`src/rtl/fsub_pipe.sv`:
```
// Purpose: pipelined floating-point subtractor, result = a - b (truncating, no rounding).
// Latency: 3 cycles (swap/align, add/sub, normalize); throughput 1 per cycle.
// Backpressure: global stall; every stage holds while out_valid & ~out_ready.
module fsub_pipe #(
    parameter int BIT_W = 32,
    parameter int EXP_W = 8,
    parameter int M_W   = 23
) (
    input  logic             clk,
    input  logic             rst,
    input  logic             in_valid,
    output logic             in_ready,
    input  logic [BIT_W-1:0] a,
    input  logic [BIT_W-1:0] b,
    output logic             out_valid,
    input  logic             out_ready,
    output logic [BIT_W-1:0] result,
    output logic             flag_exc,
    output logic             flag_zero
);
    // Mantissa field: hidden bit + stored mantissa + 2 guard bits; sum adds a carry bit.
    localparam int MF_W  = M_W + 3;
    localparam int SUM_W = M_W + 4;
    localparam int LZ_W  = $clog2(MF_W + 1);
    localparam logic [EXP_W-1:0] EXP_MAX = '1;

    logic enable;

    // Stage 1 registers
    logic             s1_vld_q;
    logic             s1_sx_q, s1_sy_q, s1_exc_q;
    logic [EXP_W-1:0] s1_ex_q;
    logic [MF_W-1:0]  s1_mx_q, s1_my_q;
    // Stage 2 registers
    logic             s2_vld_q;
    logic             s2_sign_q, s2_exc_q;
    logic [EXP_W-1:0] s2_ex_q;
    logic [SUM_W-1:0] s2_sum_q;
    // Output registers
    logic             out_vld_q;
    logic [BIT_W-1:0] result_q;
    logic             exc_q, zero_q;

    assign enable    = ~out_vld_q | out_ready;
    assign in_ready  = enable & ~rst;
    assign out_valid = out_vld_q;
    assign result    = result_q;
    assign flag_exc  = exc_q;
    assign flag_zero = zero_q;

    // Stage 1 next state: invert b's sign, order by magnitude, align the smaller operand.
    logic [BIT_W-1:0] bn_d, x_d, y_d;
    logic [EXP_W-1:0] ex_d, ey_d, ediff_d;
    logic [MF_W-1:0]  mx_d, my_d, my_sh_d;
    logic             exc_d;
    always_comb begin
        bn_d = {~b[BIT_W-1], b[BIT_W-2:0]};
        if (a[BIT_W-2:0] >= bn_d[BIT_W-2:0]) begin
            x_d = a;
            y_d = bn_d;
        end else begin
            x_d = bn_d;
            y_d = a;
        end
        ex_d    = x_d[BIT_W-2:M_W];
        ey_d    = y_d[BIT_W-2:M_W];
        // A zero exponent means exact zero: no hidden bit, mantissa bits ignored.
        mx_d    = (ex_d == '0) ? '0 : {1'b1, x_d[M_W-1:0], 2'b00};
        my_d    = (ey_d == '0) ? '0 : {1'b1, y_d[M_W-1:0], 2'b00};
        ediff_d = ex_d - ey_d;
        my_sh_d = (int'(ediff_d) >= MF_W) ? '0 : (my_d >> ediff_d);
        exc_d   = (a[BIT_W-2:M_W] == EXP_MAX) | (b[BIT_W-2:M_W] == EXP_MAX);
    end

    // Stage 1 register: capture aligned operands when the pipeline advances.
    always_ff @(posedge clk) begin
        if (rst) begin
            s1_vld_q <= 1'b0;
            s1_sx_q  <= 1'b0;
            s1_sy_q  <= 1'b0;
            s1_exc_q <= 1'b0;
            s1_ex_q  <= '0;
            s1_mx_q  <= '0;
            s1_my_q  <= '0;
        end else if (enable) begin
            s1_vld_q <= in_valid;
            s1_sx_q  <= x_d[BIT_W-1];
            s1_sy_q  <= y_d[BIT_W-1];
            s1_exc_q <= exc_d;
            s1_ex_q  <= ex_d;
            s1_mx_q  <= mx_d;
            s1_my_q  <= my_sh_d;
        end
    end

    // Stage 2 next state: magnitude add or subtract; X >= Y so the difference never goes negative.
    logic [SUM_W-1:0] s2_sum_d;
    always_comb begin
        if (s1_sx_q ^ s1_sy_q) begin
            s2_sum_d = {1'b0, s1_mx_q} - {1'b0, s1_my_q};
        end else begin
            s2_sum_d = {1'b0, s1_mx_q} + {1'b0, s1_my_q};
        end
    end

    // Stage 2 register: sum, result sign and the larger operand's exponent.
    always_ff @(posedge clk) begin
        if (rst) begin
            s2_vld_q  <= 1'b0;
            s2_sign_q <= 1'b0;
            s2_exc_q  <= 1'b0;
            s2_ex_q   <= '0;
            s2_sum_q  <= '0;
        end else if (enable) begin
            s2_vld_q  <= s1_vld_q;
            s2_sign_q <= s1_sx_q;
            s2_exc_q  <= s1_exc_q;
            s2_ex_q   <= s1_ex_q;
            s2_sum_q  <= s2_sum_d;
        end
    end

    // Stage 3 next state: normalize (carry shift or leading-zero shift) and resolve zero/exception.
    logic             carry_d;
    logic [MF_W-1:0]  field_d, norm_d;
    logic [LZ_W-1:0]  lz_d;
    logic [EXP_W:0]   exp_n_d;
    logic [BIT_W-1:0] result_d;
    logic             exc_out_d, zero_out_d;
    always_comb begin
        carry_d = s2_sum_q[SUM_W-1];
        field_d = carry_d ? s2_sum_q[SUM_W-1:1] : s2_sum_q[MF_W-1:0];
        lz_d    = LZ_W'(MF_W);
        for (int i = 0; i < MF_W; i++) begin
            if (field_d[i]) lz_d = LZ_W'(MF_W - 1 - i);
        end
        norm_d  = field_d << lz_d;
        // One extra exponent bit: the MSB flags a negative (underflowed) exponent.
        if (carry_d) begin
            exp_n_d = {1'b0, s2_ex_q} + (EXP_W+1)'(1);
        end else begin
            exp_n_d = {1'b0, s2_ex_q} - (EXP_W+1)'(lz_d);
        end
        result_d   = '0;
        exc_out_d  = 1'b0;
        zero_out_d = 1'b0;
        if (s2_exc_q) begin
            exc_out_d = 1'b1;
        end else if (s2_sum_q == '0) begin
            zero_out_d = 1'b1;
        end else if (exp_n_d[EXP_W] || exp_n_d == '0) begin
            zero_out_d = 1'b1;
        end else if (exp_n_d[EXP_W-1:0] == EXP_MAX) begin
            exc_out_d = 1'b1;
        end else begin
            result_d = {s2_sign_q, exp_n_d[EXP_W-1:0], norm_d[MF_W-2:2]};
        end
    end

    // Output register: loaded only with valid results so the held word stays put.
    always_ff @(posedge clk) begin
        if (rst) begin
            out_vld_q <= 1'b0;
            result_q  <= '0;
            exc_q     <= 1'b0;
            zero_q    <= 1'b0;
        end else if (enable) begin
            out_vld_q <= s2_vld_q;
            if (s2_vld_q) begin
                result_q <= result_d;
                exc_q    <= exc_out_d;
                zero_q   <= zero_out_d;
            end
        end
    end
endmodule
```
`config.mk`:
```
export PLATFORM = sky130hd
export DESIGN_NAME = fsub_pipe
export DESIGN_NICKNAME = d
export VERILOG_FILES = /design/src/rtl/fsub_pipe.sv
export SDC_FILE = /design/constraint.sdc
export NUM_CORES = 1
export LEC_CHECK = 0
export CAP_MARGIN = 5
export CORE_MARGIN = 5
export CORE_UTILIZATION = 55
export DETAILED_ROUTE_END_ITERATION = 10
export HOLD_SLACK_MARGIN = 0.12
export PLACE_DENSITY = 0.84
export SYNTH_ARGS = -nofsm -noshare
export SYNTH_HDL_FRONTEND = slang
export SYNTH_SLANG_ARGS = --single-unit
```
`constraint.sdc`:
```
create_clock -name clk -period 15.25 [get_ports clk]
set_clock_uncertainty 0.15 [all_clocks]
set_input_delay 3.05 -clock clk [delete_from_list [all_inputs] [get_ports clk]]
set_output_delay 3.05 -clock clk [all_outputs]
set_load 0.005 [all_outputs]
```
Yosys cells after proc, flatten, opt, wreduce, memory -nomap -nowiden
Cells that the tools add are included.
{"block": "word_totals", "reg_bits": 137, "latchBits": 0, "ramBits": 0, "mem_bits_ro": 0, "inputBits": 68, "word_cells": 86, "mem_count": 0}
{"block": "classes", "n_addsub": 5, "mul": 0, "div": 0, "order_cmp": 2, "eq_ne": 3, "shifts": 2, "muxes": 45, "bitwise_logic": 7, "n_reduce_logical": 6}
{"cell": "$mux W32", "count": 6}
{"cell": "$mux W5", "count": 25}
{"cell": "$mux W26", "count": 4}
{"cell": "$ge A31 B31 Y1", "count": 1}
{"cell": "$add A26 B26 Y27", "count": 1}
{"cell": "$logic_not A27 Y1", "count": 1}
{"cell": "$mux W27", "count": 1}
{"cell": "$sub A26 B26 Y27", "count": 1}
{"cell": "$shl A26 B5 Y25", "count": 1}
{"cell": "$shr A26 B8 Y26", "count": 1}
{"cell": "$eq A8 B8 Y1 const B", "count": 3}
{"cell": "$logic_not A8 Y1", "count": 2}
{"cell": "$add A8 B1 Y9 const B", "count": 1}
{"cell": "$logic_not A9 Y1", "count": 1}
{"cell": "$mux W9", "count": 1}
{"cell": "$sub A8 B5 Y9", "count": 1}
{"cell": "$ge A8 B5 Y1 const B", "count": 1}
{"cell": "$sub A8 B8 Y8", "count": 1}
{"cell": "$mux W1", "count": 7}
{"cell": "$not A1 Y1", "count": 3}
{"cell": "$mux W2", "count": 1}
{"cell": "$or A1 B1 Y1", "count": 2}
{"cell": "$reduce_and A2 Y1", "count": 1}
{"cell": "$and A1 B1 Y1", "count": 1}
{"cell": "2 further kinds", "count": 2}

Depth between registers and ports, before layout
Gate-level depths: netlist (run 1).
{"block": "depth", "word_depth": 34, "mapped_depth": 26}

Least setup slack after synthesis (run 1)
OpenSTA, ideal clock, no wires.
{"block": "synth_path", "kind": "in2reg", "start": "input b[25]", "end": "register s1_my_q[0]", "setup_ns": 0.079, "t_arrival_ns": 7.301, "t_required_ns": 15.021, "slack_ns": 7.720, "cell_stages": 22, "cell_sequence": "inv_1 -> ha_1 -> o21a_1 -> a21oi_2 -> o221ai_2 -> or2_1 -> buf_6 -> nor3_4 -> buf_6 -> buf_6 -> buf_2 -> mux2i_1 -> ha_1 -> clkbuf_1 -> inv_1 -> clkbuf_1 -> clkbuf_1 -> mux4_2 -> mux2i_1 -> a2bb2oi_1 -> nand4_1 -> o211ai_1"}
{"block": "synth_via", "elab_chain_cells": 6, "elab_cells_between_ends": 9, "cone_classes": "add/sub (1); order compare (2); shift (1); mux (4); reduce/logical (1)"}
{"item": "from (decl)", "line_no": "14", "rtl": "input logic [BIT_W-1:0] b,"}
{"item": "parallel branches: the longest is 5 deep, another holds $ge A31 B31 Y1"}
{"item": "$mux W26 (*)", "line_no": "71", "rtl": "my_sh_d = (int'(ediff_d) >= MF_W) ? '0 : (my_d >> ediff_d);"}
{"item": "to (signal assigned)", "line_no": "92", "rtl": "s1_my_q <= my_sh_d;"}
{"item": "to (decl)", "line_no": "33", "rtl": "logic [MF_W-1:0] s1_mx_q, s1_my_q;"}
Every way passes the cells marked *.
A chain may end at the register's enable or synchronous reset.

Worst setup path after layout (run 1)
{"block": "layout_path", "start": "input out_ready", "end": "output in_ready"}
{"block": "layout_via", "elab_chain_cells": 2}
{"item": "from (decl)", "line_no": "16", "rtl": "input logic out_ready,"}
{"item": "$or A1 B1 Y1", "line_no": "44", "rtl": "assign enable = ~out_vld_q | out_ready;"}
{"item": "$and A1 B1 Y1", "line_no": "45", "rtl": "assign in_ready = enable & ~rst;"}
{"item": "to (decl)", "line_no": "12", "rtl": "output logic in_ready,"}
Every way passes these cells.

==> impl_metrics.yaml, run 1 <==
run_status:
  outcome: "finished, final reports clean"
timing:
  worst_slack_ns: 6.77
  max-slew-margin-rel_pct: 30.5
  fmax_mhz: 118
  hold_viol: 0
  worst_pin_slew_ns: 1.04
  drv_slew: 0
  finalSetupTns_ns: 0
  final.period_utilization_pct: 55.6
  post-route-min-period_ns: 8.48
  rsz0062_at_grt: "no"
  setup_violations: 0
worst_hold_path:
  min_path_type: "flop to flop"
clock_tree:
  cts_root_buf: "clkbuf_16"
  worstSkewPairLatency_ns: 0.42
  numCtsBuffers: 17
  post-cts-setup-buffers: 0
  path_clk_slew_ns: 0.06
  cts_tree: "built"
  cts.htree.levels: 4
  cts_sinks: 135
  ctsHoldBuffers: 0
  ctsResizeCount: 0
  cts.path.max_buffers: 2
global_routing:
  grt_pass1_wl_um: 55400
  grt_antenna_before_repair: 0
  first_global_vias: 11137
  grt_start_max_net_pins: 66
  track_usage_pct: 27.2
  overflow: 0
final_layout:
  layout_commonest_cell: "nand2_1"
  fin_nets: 1677
  nFillCells: 1770
  n_antenna_cell: 0
  fin_cells: 1829
  area_delta_synth_final_pct: 14.4
  layout-drive-gt1-share_pct: 7.53
  post-route-util_pct: 64.0
  multi_input_area_um2: 8440
  seq_area_um2: 2700
  final_cell_mix: "195 x nand2_1, 135 x dfxtp_1, 126 x nor2_1"
  design_area_um2: 13500
yosys:
  synth_area_um2: 11800
  synth_flop_cell: "dfxtp_1"
  yosys-top-cells-area: "dfxtp_1 23%, mux2i_1 7.7%, ha_1 7.1%"
  synth_enable_flop_cells: 0
  async_flop_share_pct: 0
  synth_top_area_share_pct: 23.0
  yosysWarnings: 0
  avgSynthCellArea_um2: 7.89
  synth_area_leader_cell: "dfxtp_1"
  ys_seq_area_share_pct: 23.0
  synth_cell_types: 99
  yosys_register_bits: 135
  syn-num-nets: 1628
  syn-instance-count: 1492
floorplanning:
  die_y_um: 156
  start_util_pct: 56.0
  coreArea_um2: 21000
  ios: 104
  die_area_um2: 24400
  fp.dieW_um: 156
  rows: 53
setup_path:
  cp.required_ns: 12.05
  startpoint_type: "input pin"
  cp-end-kind: "output port"
  path_max_fanout: 41
  crit_type: "input pin to output port"
  critPathArrivalTime_ns: 5.28
pwr:
  p_leak_nw: 5.41
  seqPwrFrac_pct: 19.6
  peakVddDrop_v: 0.000110
  p_clk_share_pct: 17.8
  p_per_area_nw_per_um2: 177
  p_int_w: 0.00128
  comb_power_share_pct: 62.6
  switching_share_pct: 46.4
  p_sw_w: 0.00110
run:
  drv_cap: 0
place:
  port_buffers: 103
  place_inst: 1797
  dp_slack_ns: 6.60
  place.gp.congestion: 0.973
  dp_hpwl_um: 25800
  placed_cell_area_um2: 12900
route:
  drt_iter0_drc: 1079
  ant_nets: 0
  drc: 0
  wirelength_um: 33800
  viasPerCell: 6.41
  drtPass1Iterations: 8
  via_count: 11719
  wl_per_cell_um: 18.5
## power by group through the flow
stage,sequential (W),combinational [W],clock (W)
2_1_floorplan,0.000445,0.00113,0
3_3_place_gp,0.000471,0.00142,0
3_5_place_dp,0.000473,0.00144,0
4_1_cts,0.000466,0.00146,0.000427
5_1_grt,0.000475,0.00163,0.000441
6_report,0.000468,0.00149,0.000423
## cell families after synthesis
group / after synthesis / synth area share [%]
AO/OA/AOI/OAI: 442 / 25.9
XOR/XNOR: 63 / 4.75
adder cells (fa/ha/maj): 68 / 7.29
buffers and inverters: 147 / 5.50
flip-flops: 135 / 23.0
multiplexers: 128 / 13.5
AND/OR/NAND/NOR: 509 / 20.1
## sequential cells by signal, indices dropped and copies added (netlist names)
name	count
s1_ex_q	8
flag_zero	1
s1_sx_q	1
s1_vld_q	1
s1_sy_q	1
s2_exc_q	1
s1_my_q	26
s2_vld_q	1
s2_sum_q	27
s2_ex_q	8
s1_mx_q	24
s2_sign_q	1
result	32
out_valid	1
flag_exc	1
s1_exc_q	1
## cell type report
type / count / area share [%]
repair buffers: 118 / 8.46
inverters: 59 / 1.64
multi-input cells: 1210 / 62.7
flip-flops and latches: 135 / 20.1
clock inverters: 12 / 1.24
clock buffers: 20 / 3.32
well taps: 275 / 2.56
## worst paths after layout
check | slack, ns | to | cells after the start | startpoint
max | 6.77 | in_ready | 6 | out_ready
min | 0.30 | result[14] | 2 | result[14]
max reg2reg | 8.59 | result[19] | 22 | s2_sum_q[26]
min reg2reg | 0.30 | result[14] | 2 | result[14]
## stage by stage
| stage | power [W] | hold slack, ns |
|---|---|---|
| floorplan | 0.00158 | 0.275 |
| global placement | 0.00190 | 0.286 |
| detailed placement | 0.00192 | 0.293 |
| CTS | 0.00235 | 0.308 |
| global route | 0.00254 | 0.324 |
| finish | 0.00238 | 0.303 |
## cell usage after synthesis, types with 7 or more instances
cell type and count:
o211ai_1 18, mux2_2 14, buf_2 14, buf_1 8, a22oi_1 27, and4_1 7, nand4_1 15, a211oi_1 14
a31oi_1 14, or2_2 7, and3_1 11, o21ai_0 89, o31ai_1 7, o221ai_1 9, nand2b_1 14, nand2_1 195
mux2i_1 90, or3_1 12, mux4_2 20, xor2_1 21, dfxtp_1 135, xnor2_1 41, and2_1 7, a32o_1 9
a22o_1 11, nor2_1 127, inv_1 57, o21ai_1 7, nor4_1 13, buf_4 8, a21oi_1 103, a21o_1 20
ha_1 67, a211o_1 8, a2bb2oi_1 8, nor2b_1 22, nand3_1 33, clkbuf_1 52, o21a_1 18, nor3_1 31
## per-layer routing
layer  GRT usage, %  share of wire (%)  routed length (um)  vias to the layer above
li1               -                  -                   -                     5618
met1           35.4                 43               14400                     5492
met2           45.5                 48               16100                      507
met3           4.31                6.3                2130                      102
met4           9.92                3.3                1110                        0
met5              0                  0                   0                        -
## critical path, stage by stage
cell and delay, ns:
clkdlybuf4s50_1 0.49, nand2b_1 0.11, buf_4 0.38, nand2b_1 0.42
inv_1 0.24, clkdlybuf4s50_1 0.59
(Power assumes the default switching activity.)
==> inputs of run 2 (changes only) <==
==> constraint.sdc (replaced) <==
create_clock -name clk -period 8.05 [get_ports clk]
set_clock_uncertainty 0.15 [all_clocks]
set_input_delay 1.61 -clock clk [delete_from_list [all_inputs] [get_ports clk]]
set_output_delay 1.61 -clock clk [all_outputs]
set_load 0.005 [all_outputs]
==> impl_metrics.yaml, run 2 (synthesis results as in run 1) <==
run_status:
  outcome: "finished, final reports clean"
route:
  drt_iter0_drc: 954
  wl_per_cell_um: 18.9
  ant_nets: 0
  drc: 0
  wirelength_um: 34700
  via_count: 11778
  drtPass1Iterations: 7
  viasPerCell: 6.43
pwr:
  peakVddDrop_v: 0.000182
  p_per_area_nw_per_um2: 335
  seqPwrFrac_pct: 20.0
  p_clk_share_pct: 16.5
  p_total_w: 0.00450
  switching_share_pct: 47.5
  p_int_w: 0.00236
  p_leak_nw: 5.40
  comb_power_share_pct: 63.5
  p_sw_w: 0.00214
timing:
  final.period_utilization_pct: 85.6
  rsz0062_at_grt: "no"
  hold_ws_ns: 0.300
  post-route-min-period_ns: 6.89
  fmax_mhz: 145
  worst_pin_slew_ns: 1.10
  drv_slew: 0
  hold_viol: 0
  max-slew-margin-rel_pct: 26.8
  finalSetupTns_ns: 0
  setup_violations: 0
clock_tree:
  post-cts-setup-buffers: 0
  ctsResizeCount: 0
  cts.htree.levels: 4
  cts_tree: "built"
  cts.path.max_buffers: 2
  cts_root_buf: "clkbuf_16"
  worstSkewPairLatency_ns: 0.43
  path_clk_slew_ns: 0.06
  cts_sinks: 135
  ctsHoldBuffers: 0
  numCtsBuffers: 17
global_routing:
  overflow: 0
  first_global_vias: 11401
  grt_antenna_before_repair: 0
  track_usage_pct: 28.1
  grt_start_max_net_pins: 66
  grt_pass1_wl_um: 57200
setup_path:
  crit_family: "simple AND/OR/NAND/NOR gates"
  r2r_cells: 23
  cp-end-kind: "flop"
  r2r_slack_ns: 1.16
  cp.required_ns: 8.25
  crit_top_cell: "nand2_1"
  crit_path_cell_trace: "buf_4 > nand2b_1 > and2_1 > o31ai_1 > a21boi_1 > o211ai_2 > nand2_1 > inv_2 > buf_4 > nand2_1 > nor2_1 > xnor2_1 > ha_1 > a21oi_1 > o21bai_1 > a21oi_1 > xnor2_1 > and3_1 > a311o_1 > nor2_1 > nand2_1 > o21a_1 > a31oi_1"
  crit_type: "flop to flop"
  crit_cells: 23
  critPathArrivalTime_ns: 7.09
  path_buf_inv: 3
  path_max_fanout: 34
  critical_path.slowest_cell: "dfxtp_1"
  slowest_delay_ns: 0.83
  startpoint_type: "flop"
place:
  dp_hpwl_um: 26300
  place.gp.congestion: 0.980
  port_buffers: 103
final_layout:
  fin_nets: 1681
  layout-drive-gt1-share_pct: 7.70
  nFillCells: 1777
  largest_reg_flops: 32
  final_cell_mix: "195 x nand2_1, 135 x dfxtp_1, 126 x nor2_1"
  n_antenna_cell: 0
  layout_commonest_cell: "nand2_1"
  area_delta_synth_final_pct: 14.2
floorplanning:
  die_y_um: 156
  coreArea_um2: 21000
  rows: 53
  start_util_pct: 56.0
  die_area_um2: 24400
  fp.dieW_um: 156
  ios: 104
worst_hold_path:
  min_path_type: "flop to flop"
  hold_depth: 2
run:
  drv_cap: 0
[run 2: cell types whose count changed in the layout (fill, tap and decap cells not counted), sizes merged]
cell and delta:
clkinvlp +2, bufinv -2, inv +2, buf +4, clkinv -2
[run 2: final cells by class]
| type | count | area [um2] | area share, % |
|---|---|---|---|
| inverters | 59 | 221 | 1.65 |
| repair buffers | 122 | 1170 | 8.70 |
| multi-input cells | 1210 | 8440 | 62.9 |
| flip-flops and latches | 135 | 2700 | 20.1 |
| well taps | 275 | 344 | 2.56 |
| clock buffers | 20 | 437 | 3.25 |
| clock inverters | 12 | 118 | 0.875 |
[run 2: worst min-delay path, cell delays in order, from the launching register on]
cell and delay (ns):
dfxtp_1 0.31, nand2_1 0.05, a21oi_1 0.05
[run 2: stage by stage]
step | util (%) | std cells | cell area [um2] | setup WS [ns]
after detailed placement | 61.3 | 1801 | 12900 | 0.950
final | 63.9 | 1833 | 13400 | 1.16
after floorplan | - | 1492 | 11800 | 1.96
after CTS | 63.9 | 1833 | 13400 | 1.32
after global placement | 61.3 | 1801 | 12900 | 1.11
after global routing | 63.9 | 1833 | 13400 | 0.645
[run 2: final timing paths]
check,start,end
worst max register to register,s2_sum_q[26],result[19]
worst min-delay path,s1_vld_q,s1_vld_q
worst min register to register,s1_vld_q,s1_vld_q
worst max-delay path,s2_sum_q[26],result[19]
[run 2: power by group through the flow]
stage                     combinational [W]  sequential (W)  clock [W]
final                               0.00286        0.000898   0.000744
after global routing                0.00311        0.000912   0.000782
after CTS                           0.00280        0.000894   0.000750
after detailed placement            0.00277        0.000907          0
after global placement              0.00273        0.000903          0
after floorplan                     0.00215        0.000844          0
[run 2: routing by layer]
metal	wire, um	GRT usage, %
met3	2040	3.68
met1	14700	36.0
met4	1170	11.5
met5	0	0
met2	16800	47.9
